--- config.mk ---
export PLATFORM = sky130hd
export DESIGN_NAME = if_fetch
export DESIGN_NICKNAME = d
export VERILOG_FILES = /design/src/rtl/if_fetch_pkg.sv /design/src/rtl/if_out_buf.sv /design/src/rtl/if_fetch.sv
export SDC_FILE = /design/constraint.sdc
export NUM_CORES = 1
export LEC_CHECK = 0
export CORE_ASPECT_RATIO = 1.4
export CORE_MARGIN = 4
export CORE_UTILIZATION = 45
export DETAILED_ROUTE_END_ITERATION = 8
export GPL_ROUTABILITY_DRIVEN = 1
export PLACE_DENSITY = 0.71
export SLEW_MARGIN = 20
export SYNTH_ARGS = -nofsm -noshare
export SYNTH_HDL_FRONTEND = slang
export SYNTH_SLANG_ARGS = --single-unit
--- constraint.sdc ---
create_clock -name clk -period 2.9 [get_ports clk]
set_input_delay 0.58 -clock clk [delete_from_list [all_inputs] [get_ports clk]]
set_output_delay 0.58 -clock clk [all_outputs]
set_load 0.05 [all_outputs]
--- src/rtl/if_fetch_pkg.sv ---
// if_fetch_pkg: shared widths, bubble encoding, fetch FSM states and IF/ID entry type.
package if_fetch_pkg;

    localparam int WIDTH_PC   = 32;
    localparam int WIDTH_INST = 32;

    // addi x0,x0,0
    localparam logic [WIDTH_INST-1:0] NOP_ENC = 32'h0000_0013;

    typedef enum logic [1:0] {
        IF_S_IDLE = 2'd0,
        IF_S_REQ  = 2'd1,
        IF_S_WAIT = 2'd2,
        IF_S_PEND = 2'd3
    } if_state_e;

    typedef struct packed {
        logic [WIDTH_PC-1:0]   pc;
        logic [WIDTH_INST-1:0] inst;
    } if_entry_t;

    function automatic logic [WIDTH_PC-1:0] word_align(input logic [WIDTH_PC-1:0] a);
        return a & ~32'd3;
    endfunction

endpackage

--- src/rtl/if_out_buf.sv ---
// if_out_buf: IF/ID-facing output buffer plus one-entry pend register.
//   clk, rst_n      clock, asynchronous active-low reset
//   flush_i         squash presented instruction (redirect)
//   stop_i          IF/ID stall; a valid entry is held while high
//   load_i          present load_data_i on this edge
//   load_data_i     {pc, inst} to present
//   pend_we_i       capture pend_data_i into the pend register
//   pend_data_i     {pc, inst} parked while the buffer is stalled
//   out_o, valid_o  presented entry and its valid flag
//   pend_o          parked entry
module if_out_buf
    import if_fetch_pkg::*;
#(
    parameter logic [WIDTH_INST-1:0] NOP_INST = NOP_ENC
) (
    input  logic      clk,
    input  logic      rst_n,
    input  logic      flush_i,
    input  logic      stop_i,
    input  logic      load_i,
    input  if_entry_t load_data_i,
    input  logic      pend_we_i,
    input  if_entry_t pend_data_i,
    output if_entry_t out_o,
    output logic      valid_o,
    output if_entry_t pend_o
);

    if_entry_t out_q, out_d, pend_q;
    logic      valid_q, valid_d;

    // flush > stall hold > load > bubble; a bubble keeps the old pc
    always_comb begin
        valid_d = valid_q;
        out_d   = out_q;
        if (flush_i) begin
            valid_d    = 1'b0;
            out_d.inst = NOP_INST;
        end else if (!(valid_q && stop_i)) begin
            valid_d = load_i;
            out_d   = load_i ? load_data_i : '{pc: out_q.pc, inst: NOP_INST};
        end
    end

    always_ff @(posedge clk or negedge rst_n) begin
        if (!rst_n) begin
            out_q   <= '{pc: '0, inst: NOP_INST};
            valid_q <= 1'b0;
            pend_q  <= '0;
        end else begin
            out_q   <= out_d;
            valid_q <= valid_d;
            if (pend_we_i)
                pend_q <= pend_data_i;
        end
    end

    assign out_o   = out_q;
    assign valid_o = valid_q;
    assign pend_o  = pend_q;

endmodule

--- src/rtl/if_fetch.sv ---
// if_fetch: fetch PC, single-outstanding imem requests, IF/ID producer with stall and redirect.
//   clk, rst_n                      clock, asynchronous active-low reset
//   stop_IF                         IF/ID stall, output buffer holds while high
//   redirect_valid, redirect_pc     EX redirect: flush and restart at redirect_pc (word aligned)
//   imem_req, imem_addr             request valid and word-aligned address
//   imem_ready                      memory accepts the request this cycle
//   imem_rvalid, imem_rdata         response strobe and instruction word
//   pc_o, inst_o, inst_valid        presented instruction to IF/ID
module if_fetch
    import if_fetch_pkg::*;
#(
    parameter logic [WIDTH_PC-1:0]   RESET_PC = 32'h0000_0000,
    parameter logic [WIDTH_INST-1:0] NOP_INST = NOP_ENC
) (
    input  logic                  clk,
    input  logic                  rst_n,
    input  logic                  stop_IF,
    input  logic                  redirect_valid,
    input  logic [WIDTH_PC-1:0]   redirect_pc,
    output logic                  imem_req,
    output logic [WIDTH_PC-1:0]   imem_addr,
    input  logic                  imem_ready,
    input  logic                  imem_rvalid,
    input  logic [WIDTH_INST-1:0] imem_rdata,
    output logic [WIDTH_PC-1:0]   pc_o,
    output logic [WIDTH_INST-1:0] inst_o,
    output logic                  inst_valid
);

    if_state_e           state_q;
    logic [WIDTH_PC-1:0] pc_q, fetch_pc_q;
    logic                discard_q;

    if_entry_t out_e, pend_e, load_e;
    logic      buf_stall, rdata_ok, load, pend_we;

    assign imem_req  = (state_q == IF_S_REQ) && !redirect_valid;
    assign imem_addr = pc_q;

    // buffer cannot take new data this edge
    assign buf_stall = inst_valid && stop_IF;
    // response belongs to the live request and survives this edge
    assign rdata_ok  = (state_q == IF_S_WAIT) && imem_rvalid && !discard_q && !redirect_valid;
    assign load      = (rdata_ok && !buf_stall) ||
                       ((state_q == IF_S_PEND) && !redirect_valid && !stop_IF);
    assign pend_we   = rdata_ok && buf_stall;
    assign load_e    = (state_q == IF_S_PEND) ? pend_e : '{pc: fetch_pc_q, inst: imem_rdata};

    always_ff @(posedge clk or negedge rst_n) begin
        if (!rst_n) begin
            state_q    <= IF_S_IDLE;
            pc_q       <= RESET_PC;
            fetch_pc_q <= '0;
            discard_q  <= 1'b0;
        end else begin
            case (state_q)
                IF_S_IDLE: state_q <= IF_S_REQ;
                IF_S_REQ: begin
                    if (redirect_valid) begin
                        pc_q <= word_align(redirect_pc);
                    end else if (imem_ready) begin
                        fetch_pc_q <= pc_q;
                        pc_q       <= pc_q + 32'd4;
                        state_q    <= IF_S_WAIT;
                    end
                end
                IF_S_WAIT: begin
                    if (redirect_valid) begin
                        pc_q <= word_align(redirect_pc);
                        // response still in flight must be dropped when it lands
                        discard_q <= !imem_rvalid;
                        if (imem_rvalid)
                            state_q <= IF_S_REQ;
                    end else if (imem_rvalid) begin
                        discard_q <= 1'b0;
                        state_q   <= (discard_q || !buf_stall) ? IF_S_REQ : IF_S_PEND;
                    end
                end
                IF_S_PEND: begin
                    if (redirect_valid) begin
                        pc_q    <= word_align(redirect_pc);
                        state_q <= IF_S_REQ;
                    end else if (!stop_IF) begin
                        state_q <= IF_S_REQ;
                    end
                end
                default: state_q <= IF_S_IDLE;
            endcase
        end
    end

    if_out_buf #(.NOP_INST(NOP_INST)) u_buf (
        .clk         (clk),
        .rst_n       (rst_n),
        .flush_i     (redirect_valid),
        .stop_i      (stop_IF),
        .load_i      (load),
        .load_data_i (load_e),
        .pend_we_i   (pend_we),
        .pend_data_i ('{pc: fetch_pc_q, inst: imem_rdata}),
        .out_o       (out_e),
        .valid_o     (inst_valid),
        .pend_o      (pend_e)
    );

    assign pc_o   = out_e.pc;
    assign inst_o = out_e.inst;

endmodule

==> impl_metrics.env <==
export IMPL_status="complete, no violations"
export IMPL_die_y_um=171
export IMPL_hold_path_class="input port to async pin"
export IMPL_setup_viol_count_final=0
export IMPL_crit_path_start="imem_addr[7]"
export IMPL_placementRows=59
export IMPL_layout_setup_ws_ns=0.425
export IMPL_cts_sinks=188
export IMPL_vias=6176
export IMPL_finalNonFillerCells=1152
export IMPL_endpoint_kind="output pin"
export IMPL_routedWlPerCell_um=16.9
export IMPL_yosysUniqueCellTypes=53
export IMPL_diodes=0
export IMPL_crit_buf_inv=1
export IMPL_worstPathRequired_ns=2.32
export IMPL_die_area_um2=21300
export IMPL_p_leak_uw=0.00473
export IMPL_pre_cts_slack_ns=0.237
export IMPL_drt_iter0_drc=345
export IMPL_synth_top_flop_cell="dfrtp_1"
export IMPL_path_max_fanout=9
export IMPL_yosys_top_cells_area="dfrtp_1, mux2_2, mux2i_1"
export IMPL_finalSetupTns_ns=0
export IMPL_period_minus_slack_ns=2.47
export IMPL_vias_per_cell=5.36
export IMPL_fmax_ghz=0.404
export IMPL_ys_ff_latch=188
export IMPL_cts_htree_levels=4
export IMPL_cts_repair_resized=0
export IMPL_drv_slew=0
export IMPL_insertion_delay_ns=0.43
export IMPL_grt_overflow=0
export IMPL_ir_drop_v=0.000714
export IMPL_cts_root_buf="clkbuf_16"
export IMPL_drive_gt1_share_pct=18.1
export IMPL_synth_seq_area_share_pct=55.0
export IMPL_yosysWarnings=0
export IMPL_place_inst=1120
export IMPL_areaGrowthSynthToFinish_pct=28.9
export IMPL_dpl_hpwl_um=13600
export IMPL_firstDrtPassIters=4
export IMPL_core_area_um2=18700
export IMPL_track_usage_pct=18.8
export IMPL_cts_buffers=17
export IMPL_start_util_pct=45.9
export IMPL_maxCapViolCount=0
export IMPL_hold_viol=0
export IMPL_power_density_nw_per_um2=1030
export IMPL_grt_pass1_vias=6168
export IMPL_ios=168
export IMPL_grt_pass1_wl_um=32600
export IMPL_cp_arrival_ns=1.89
export IMPL_holdBufCountCts=0
export IMPL_synthCells=746
export IMPL_crit_type="flip-flop to output pin"
export IMPL_critPathTopFamily="buffers and inverters"
export IMPL_post_cts_setup_buffers=0
export IMPL_critPathMaxStageDelay_ns=0.88
export IMPL_globalplace_congestion=0.830
export IMPL_rsz0062_at_grt="false"
export IMPL_syn_area_per_cell_um2=11.5
export IMPL_die_width_um=125
export IMPL_fin_nets=971
export IMPL_crit_path_cell_trace="clkdlybuf4s50_1"
export IMPL_grt_max_degree=58
export IMPL_synth_top_cell_area_share_pct=54.0
export IMPL_crit_path_start_kind="flip-flop"
export IMPL_path_clk_slew_ns=0.07
export IMPL_drt_wl_total_um=19500
export IMPL_synth_edf_count=0
export IMPL_cts_tree="yes"
export IMPL_antenna_left=0
export IMPL_synth_area_um2=8570
export IMPL_slew_headroom_pct=51.9
export IMPL_worstMarginPinSlew_ns=0.722
export IMPL_io_buffers=161
export IMPL_cts_buffer_depth=2
export IMPL_yosys_area_top_type="dfrtp_1"
export IMPL_rr_startpoint="state_q[0]"
export IMPL_fin_crit_sh_pct=85.3
export IMPL_async_reset_ff_share_pct=100
export IMPL_fin_worst_skew_ns=0.0100
export IMPL_antenna_found_initial=0
export IMPL_critPathSlowestCell="clkdlybuf4s50_1"
export IMPL_drc_errors=0
==> stage by stage <==
step / instance area [µm²] / power (µW) / hold slack (ns) / utilization (%)
global placement: 10500 / 9110 / 0.460 / 56.1
CTS: 11000 / 11500 / 0.119 / 59.1
detailed placement: 10500 / 9200 / 0.469 / 56.1
global route: 11000 / 12000 / 0.143 / 59.1
finish: 11000 / 11400 / 0.109 / 59.1
floorplan: 8580 / 7490 / 0.284 / -
==> cell type report <==
| cell class | instances | area (µm²) |
|---|---|---|
| clock inverters | 14 | 128 |
| inverters | 6 | 22.5 |
| repair buffers | 181 | 1860 |
| flip-flops and latches | 188 | 4710 |
| fillers | 1541 | 7630 |
| multi-input cells | 501 | 3580 |
| well taps | 244 | 305 |
| clock buffers | 18 | 439 |
==> worst paths after layout <==
path	to	slack (ns)	cells after the start
max	imem_addr[7]	0.43	1
min	u_buf.pend_o[23]	0.11	1
max reg2reg	imem_addr[15]	0.55	8
min reg2reg	u_buf.out_o[23]	0.48	2
max in group asynchronous	u_buf.pend_o[6]	1.92	2
min in group clk	u_buf.out_o[23]	0.48	2
==> placed cells by master (no fill, tap or decap), drive strengths merged, types with 2 or more instances in the layout <==
| master | synthesis | final |
|---|---|---|
| a21oi | 33 | 33 |
| a2bb2oi | 5 | 5 |
| a311oi | 4 | 4 |
| a31oi | 2 | 2 |
| and2 | 2 | 2 |
| and3 | 7 | 7 |
| and4 | 2 | 2 |
| buf | 21 | 21 |
| clkbuf | 33 | 19 |
| clkdlybuf4s50 | 0 | 159 |
| clkinv | 0 | 7 |
| conb | 1 | 4 |
| dfrtp | 185 | 185 |
| dfstp | 3 | 3 |
| ha | 6 | 6 |
| inv | 6 | 13 |
| mux2 | 91 | 91 |
| mux2i | 66 | 66 |
| nand2 | 87 | 87 |
| nand2b | 4 | 4 |
| nand3 | 20 | 20 |
| nand4 | 16 | 16 |
| nor2 | 15 | 15 |
| nor2b | 2 | 2 |
| nor3 | 16 | 16 |
| nor3b | 3 | 3 |
| nor4 | 5 | 5 |
| o21ai | 74 | 74 |
| o22ai | 11 | 11 |
| o32ai | 6 | 6 |
| or2 | 2 | 2 |
| or4 | 3 | 3 |
==> sequential cells by signal, summed over array words and instances, names as in the netlist <==
signal         count
state_q            2
u_buf.valid_o      1
u_buf.out_o       62
fetch_pc_q        30
discard_q          1
imem_addr         30
u_buf.pend_o      62
==> per-layer routing <==
metal / global-route usage [%] / wire length [µm] / vias up
li1: - / - / 2992
met1: 24.5 / 8400 / 3016
met2: 32.7 / 10100 / 152
met3: 3.26 / 751 / 16
met4: 5.01 / 265 / 0
met5: 0 / 0 / -
==> cell families after synthesis <==
group,count (synthesis),synth area share [%]
muxes,157,19.7
adders and majority gates,6,0.876
buffers and inverters,60,3.70
other,1,0.0438
AOI/OAI and AO/OA,147,9.92
and+or+nand+nor,187,10.8
DFF,188,55.0
==> report_power, final <==
part           switching, µW  leakage [µW]  total (µW)  internal (µW)
sequential               758       0.00241        4130           3370
combinational           3100       0.00203        4990           1890
clock                   1070      0.000284        2230           1160
==> Yosys cell counts, drive strengths merged (7+ instances only) <==
| library cell | n |
|---|---|
| buf | 21 |
| mux2i | 66 |
| dfrtp | 185 |
| o22ai | 11 |
| and3 | 7 |
| clkbuf | 33 |
| nand2 | 87 |
| a21oi | 33 |
| o21ai | 74 |
| nand3 | 20 |
| nor2 | 15 |
| nand4 | 16 |
| nor3 | 16 |
| mux2 | 91 |
No activity file was read; power rests on OpenSTA's default activity.
